File: config.mk
export PLATFORM = sky130hd
export DESIGN_NAME = i2s_tx_serializer
export DESIGN_NICKNAME = d
export VERILOG_FILES = /design/src/rtl/i2s_tx_serializer.sv
export SDC_FILE = /design/constraint.sdc
export NUM_CORES = 1
export LEC_CHECK = 0
export ABC_AREA = 1
export CAP_MARGIN = 20
export CORE_ASPECT_RATIO = 1.25
export CORE_MARGIN = 2
export CORE_UTILIZATION = 35
export CTS_BUF_LIST = sky130_fd_sc_hd__clkbuf_16
export CTS_CLUSTER_DIAMETER = 200
export DETAILED_ROUTE_END_ITERATION = 7
export GPL_TIMING_DRIVEN = 1
export HOLD_SLACK_MARGIN = 0.03
export RECOVER_POWER = 100
export SKIP_CTS_REPAIR_TIMING = 1
export SLEW_MARGIN = 0
export SYNTH_ARGS = -nofsm -noshare
export SYNTH_HDL_FRONTEND = slang
export SYNTH_SLANG_ARGS = --single-unit
File: constraint.sdc
create_clock -name clk -period 3.55 [get_ports clk]
set_input_delay 0.355 -clock clk [delete_from_list [all_inputs] [get_ports clk]]
set_output_delay 0.355 -clock clk [all_outputs]
set_load 0.1 [all_outputs]
File: src/rtl/i2s_tx_serializer.sv
// I2S transmit serializer: buffers stereo PCM pairs in a small FIFO and shifts them
// out MSB-first on codec DIN, timed by oversampled codec-mastered sclk/lrclk.
module i2s_tx_serializer #(
   parameter int DATA_W     = 16,
   parameter int SLOT_W     = 32,
   parameter int FIFO_DEPTH = 4
) (
   input  logic                          clk,
   input  logic                          reset_n,
   input  logic                          en,
   input  logic                          mute,
   input  logic                          s_valid,
   output logic                          s_ready,
   input  logic [DATA_W-1:0]             s_left,
   input  logic [DATA_W-1:0]             s_right,
   input  logic                          sclk,
   input  logic                          lrclk,
   output logic                          dout,
   output logic [$clog2(FIFO_DEPTH):0]   fill_level,
   output logic                          underrun,
   input  logic                          underrun_clr
);

   localparam int PTR_W = (FIFO_DEPTH > 1) ? $clog2(FIFO_DEPTH) : 1;
   localparam int CNT_W = $clog2(FIFO_DEPTH) + 1;
   localparam int BIT_W = $clog2(DATA_W + 1);

   localparam logic [PTR_W-1:0] PTR_LAST = PTR_W'(FIFO_DEPTH - 1);
   localparam logic [CNT_W-1:0] CNT_FULL = CNT_W'(FIFO_DEPTH);
   localparam logic [BIT_W-1:0] BIT_DONE = BIT_W'(DATA_W);

   // The word plus its one-bit I2S delay must fit inside a slot.
   if (DATA_W > SLOT_W - 1) begin : g_bad_slot_w
      $error("i2s_tx_serializer: DATA_W must be <= SLOT_W-1");
   end
   if ((FIFO_DEPTH < 1) || ((FIFO_DEPTH & (FIFO_DEPTH - 1)) != 0)) begin : g_bad_depth
      $error("i2s_tx_serializer: FIFO_DEPTH must be a power of 2");
   end

   // ------------------------------------------------------------------
   // sclk / lrclk synchronizers
   // ------------------------------------------------------------------
   logic sclk_meta, sclk_sync, sclk_hist;
   logic lr_meta, lr_sync;
   logic fall_evt;

   // NOTE: sequential state is written with non-blocking assignments only, so
   // every flop samples the pre-edge value of its neighbours.
   always_ff @(posedge clk or negedge reset_n) begin
      if (!reset_n) begin
         sclk_meta <= 1'b0;
         sclk_sync <= 1'b0;
         sclk_hist <= 1'b0;
         lr_meta   <= 1'b0;
         lr_sync   <= 1'b0;
      end else begin
         sclk_meta <= sclk;
         sclk_sync <= sclk_meta;
         sclk_hist <= sclk_sync;
         lr_meta   <= lrclk;
         lr_sync   <= lr_meta;
      end
   end

   assign fall_evt = sclk_hist & ~sclk_sync;

   // ------------------------------------------------------------------
   // Slot detection: lrclk is compared only at sclk falling edges
   // ------------------------------------------------------------------
   logic lr_prev;
   logic left_start, right_start;

   always_ff @(posedge clk or negedge reset_n) begin
      if (!reset_n) begin
         lr_prev <= 1'b0;
      end else if (fall_evt) begin
         lr_prev <= lr_sync;
      end
   end

   assign left_start  = fall_evt &  lr_prev & ~lr_sync;
   assign right_start = fall_evt & ~lr_prev &  lr_sync;

   // ------------------------------------------------------------------
   // Pair FIFO
   // ------------------------------------------------------------------
   logic [DATA_W-1:0] mem_l [FIFO_DEPTH];
   logic [DATA_W-1:0] mem_r [FIFO_DEPTH];
   logic [PTR_W-1:0]  wr_ptr, rd_ptr;
   logic [CNT_W-1:0]  count;
   logic              fifo_empty;
   logic              push, pop;
   logic              underrun_set;

   assign fifo_empty   = (count == '0);
   assign s_ready      = (count < CNT_FULL);
   assign fill_level   = count;
   assign push         = s_valid & s_ready;
   // Emptiness is the registered count, so a same-cycle push cannot rescue a pop.
   assign pop          = left_start & en & ~fifo_empty;
   assign underrun_set = left_start & en &  fifo_empty;

   // NOTE: the storage array carries no reset; only the pointers and count
   // define what is valid, which keeps the array as plain RAM.
   always_ff @(posedge clk) begin
      if (push) begin
         mem_l[wr_ptr] <= s_left;
         mem_r[wr_ptr] <= s_right;
      end
   end

   always_ff @(posedge clk or negedge reset_n) begin
      if (!reset_n) begin
         wr_ptr <= '0;
         rd_ptr <= '0;
         count  <= '0;
      end else begin
         if (push) begin
            wr_ptr <= (wr_ptr == PTR_LAST) ? '0 : wr_ptr + PTR_W'(1);
         end
         if (pop) begin
            rd_ptr <= (rd_ptr == PTR_LAST) ? '0 : rd_ptr + PTR_W'(1);
         end
         case ({push, pop})
            2'b10:   count <= count + CNT_W'(1);
            2'b01:   count <= count - CNT_W'(1);
            default: count <= count;
         endcase
      end
   end

   always_ff @(posedge clk or negedge reset_n) begin
      if (!reset_n) begin
         underrun <= 1'b0;
      end else if (underrun_clr) begin
         underrun <= 1'b0;
      end else if (underrun_set) begin
         underrun <= 1'b1;
      end
   end

   // ------------------------------------------------------------------
   // Serializer
   // ------------------------------------------------------------------
   logic [DATA_W-1:0] load_l, load_r;
   logic [DATA_W-1:0] hold_l, hold_r;
   logic [DATA_W-1:0] shreg;
   logic [BIT_W-1:0]  bit_cnt;
   logic              active;

   // NOTE: every output of this block is assigned on all paths, so no latch
   // can be inferred for the muxed load values.
   always_comb begin
      load_l = '0;
      load_r = '0;
      if (!fifo_empty && !mute) begin
         load_l = mem_l[rd_ptr];
         load_r = mem_r[rd_ptr];
      end
   end

   // A frame only becomes active at a left start with en high; a right start
   // seen first while inactive is ignored.
   always_ff @(posedge clk or negedge reset_n) begin
      if (!reset_n) begin
         active  <= 1'b0;
         hold_l  <= '0;
         hold_r  <= '0;
         shreg   <= '0;
         bit_cnt <= '0;
         dout    <= 1'b0;
      end else if (!en) begin
         active <= 1'b0;
         dout   <= 1'b0;
      end else if (left_start) begin
         active  <= 1'b1;
         hold_l  <= load_l;
         hold_r  <= load_r;
         shreg   <= load_l;
         bit_cnt <= '0;
         dout    <= 1'b0;
      end else if (fall_evt && active) begin
         if (right_start) begin
            shreg   <= hold_r;
            bit_cnt <= '0;
            dout    <= 1'b0;
         end else if (bit_cnt < BIT_DONE) begin
            dout    <= shreg[DATA_W-1];
            shreg   <= shreg << 1;
            bit_cnt <= bit_cnt + BIT_W'(1);
         end else begin
            dout <= 1'b0;
         end
      end
   end

endmodule

==> impl_metrics.py <==
metrics = {
    "die": {
        "ios": 46,
        "dieHeight_um": 172,
        "core_um2": 22200,
        "die_area_um2": 23800,
        "dieWidth_um": 138,
        "num_rows": 61,
        "initial_core_util_pct": 35.5,
    },
    "layout": {
        "n_fill_cell": 2027,
        "syn2layout_area_growth_pct": 15.7,
        "fin_nets": 845,
        "antennaDiodeCount": 0,
        "drive_above_1_share_pct": 8.52,
    },
    "pwr": {
        "p_per_area_nw_per_um2": 652,
        "p_switching_mw": 1.97,
        "ir_drop_mv": 0.408,
        "p_int_mw": 3.99,
        "pwr-share-seq_pct": 42.7,
        "p_leak_nw": 3.94,
        "power.share.switching_pct": 33.1,
        "total_power_mw": 5.96,
        "p_comb_share_pct": 25.8,
        "clock_power_share_pct": 31.6,
    },
    "placement": {
        "io_buffer_count": 45,
        "finalWeightedCongestion": 0.791,
        "post-place-ws_ns": 1.17,
        "dp_hpwl_um": 9530,
    },
    "global_route": {
        "grt_max_degree": 82,
        "antenna_found_initial": 0,
        "grt_pass1_wl_um": 25700,
        "grt_util_all_layers_pct": 13.9,
        "grt_pass1_vias": 4994,
        "globalRouteOverflowTotal": 0,
    },
    "synthesis": {
        "avgSynthCellArea_um2": 10.4,
        "ys.warnings.count": 0,
        "synth_top_area_share_pct": 48.7,
        "yosysTopAreaCell": "edfxtp_1",
        "synthTopCellsByCount": "nand2_1 (266), edfxtp_1 (128), inv_1 (93)",
        "synth_seq_cells": 181,
        "syn_nets": 806,
        "ys_types": 33,
        "synth_area_leaders": "edfxtp_1 (49%), dfrtp_1 (17%), nand2_1 (13%), nand3_1 (5.1%), inv_1 (4.4%)",
        "synth_edf_count": 128,
        "ys.flop_type": "edfxtp_1",
        "synth_most_common_cell": "nand2_1",
        "synthesis.instances": 758,
        "async_flop_share_pct": 29.3,
        "yosysSeqAreaShare_pct": 65.5,
        "syn_area_um2": 7900,
    },
    "critical_path": {
        "cp.required_ns": 3.92,
        "r2r_cells": 7,
        "path_max_fanout": 19,
        "reg2reg_to": "shreg[9]$_DFFE_PN0P_",
        "cp.arrival_ns": 3.04,
        "crit_path_end_kind": "register",
        "reg2reg_slack_ns": 0.88,
        "r2r_start": "lr_sync$_DFF_PN0_",
        "crit_path_start_kind": "register",
        "worst-setup-path-type": "register to register",
    },
    "sta": {
        "clock.fmax_mhz": 375,
        "fin_crit_sh_pct": 75.2,
        "hold_viol_final": 0,
        "slew_violations": 117,
        "setup_viol_count_final": 0,
        "slew_headroom_pct": -24.9,
        "worst_slack_ns": 0.880,
        "fin_crit_ns": 2.67,
        "rsz0062_at_grt": "false",
        "worstMarginPinSlew_ns": 1.87,
        "clock_skew_ns": 0.00860,
    },
    "clock_network": {
        "clock_path_buffers": 2,
        "clk_pin_slew_ns": 0.07,
        "cts_made_buffers": 17,
        "cts_sinks": 181,
        "cts_tree": "done",
        "clock_latency_ns": 0.43,
        "cts_max_level": 4,
        "cts_root_buf": "clkbuf_16",
    },
    "hold_path": {
        "hold_start": "sclk_meta$_DFF_PN0_",
        "hold_depth": 0,
        "whs_endpoint": "sclk_sync$_DFF_PN0_",
        "holdCritPathClass": "register to register",
    },
    "route": {
        "routed_wl_um": 15800,
        "drt_iter0_drc": 322,
        "ant_nets": 0,
        "route.detailed.drc": 0,
        "first_pass_iters": 4,
        "wl_per_cell_um": 14.4,
        "viasPerCell": 4.63,
        "dr_total_vias": 5061,
    },
    "status": {
        "violations": "max-capacitance violations, max-slew violations",
        "status": "finished, violations left",
    },
    "run": {
        "cap_violations": 2,
    },
}
## flip-flops by register name, summed over array words and instances (netlist names), 2 cells and up
signal and flops:
hold_r 16, mem_r 64, mem_l 64, wr_ptr 2, shreg 16, bit_cnt 5, fill_level 3, rd_ptr 2
## worst max-delay path, cell delays in order, from the launching register on
cell and delay, ns:
dfrtp_1 0.71, nor2_1 0.22, nand2_1 0.54, nand2_1 0.22, o21ai_0 0.45, buf_4 0.31, nand2_1 0.08, nand2_1 0.07
## worst max path at each step
stage,from,end,slack (ns)
after floorplan,fill_level[2]$_DFFE_PN0P_,mem_l[0][0]$_DFFE_PP_,-0.23
after global placement,en,fill_level[2]$_DFFE_PN0P_,1.17
after detailed placement,en,fill_level[2]$_DFFE_PN0P_,1.17
after CTS,fill_level[2]$_DFFE_PN0P_,s_ready,1.05
after global routing,lr_sync$_DFF_PN0_,shreg[0]$_DFFE_PN0P_,0.55
final,lr_sync$_DFF_PN0_,shreg[9]$_DFFE_PN0P_,0.88
## kinds of logic after synthesis
logic type	count (synthesis)	share of synthesized area, %
buf+inv	131	6.94
compound gates	31	3.06
flops	181	65.5
xor+xnor	4	0.444
simple gates	403	22.7
fa+ha+maj	8	1.36
## stage by stage
| step | std cells | setup TNS, ns | util [%] | hold slack, ns | cell area (um^2) |
|---|---|---|---|---|---|
| floorplan | 758 | -29.10 | - | 0.0594 | 7900 |
| global placement | 1061 | 0 | 38.7 | 0.366 | 8590 |
| detailed placement | 1061 | 0 | 38.7 | 0.344 | 8590 |
| CTS | 1093 | 0 | 41.3 | 0.0246 | 9180 |
| global route | 1093 | 0 | 41.1 | 0.378 | 9140 |
| finish | 1093 | 0 | 41.1 | 0.362 | 9140 |
## cell type report
type / count / area [um^2] / area share, %
repair buffers: 54 / 495 / 5.42
clock buffers: 17 / 425 / 4.66
inverters: 97 / 364 / 3.99
well taps: 283 / 354 / 3.88
multi-input cells: 446 / 2160 / 23.6
clock inverters: 15 / 168 / 1.84
flip-flops and latches: 181 / 5170 / 56.6
## per-layer routing
layer	wire length (um)	up-vias	track usage, %	part of all wire (%)
met4	271	0	5.55	1.7
met2	8280	62	25.2	52
met3	342	14	2.66	2.2
met1	6900	2433	16.3	44
met5	0	-	0	0
li1	-	2552	-	-
## layout by cell type, fill, tap and decap left out, types with 3 or more instances in the layout
cell             count
a21oi_1              6
buf_4                3
clkbuf_16           17
clkbuf_2             5
clkdlybuf4s50_1      4
clkinv_4             3
dfrtp_1             52
dlygate4sd3_1       40
edfxtp_1           128
ha_1                 7
inv_1               94
inv_2                3
inv_6                4
inv_8                3
nand2_1            268
nand2_2              4
nand3_1             81
nand4_1             18
nor2_1               7
nor2_2               4
o21ai_0              8
o22ai_1              5
o22ai_2             10
or2_0               12
or2_2                3
## power groups by stage
stage,registers [mW],clock network (mW),logic (mW)
floorplan,2.68,0,1.02
global placement,2.59,0,1.56
detailed placement,2.59,0,1.59
CTS,2.54,1.91,1.59
global route,2.56,2.00,1.73
finish,2.54,1.88,1.54
Note: power is estimated with default switching activity, not from simulation.
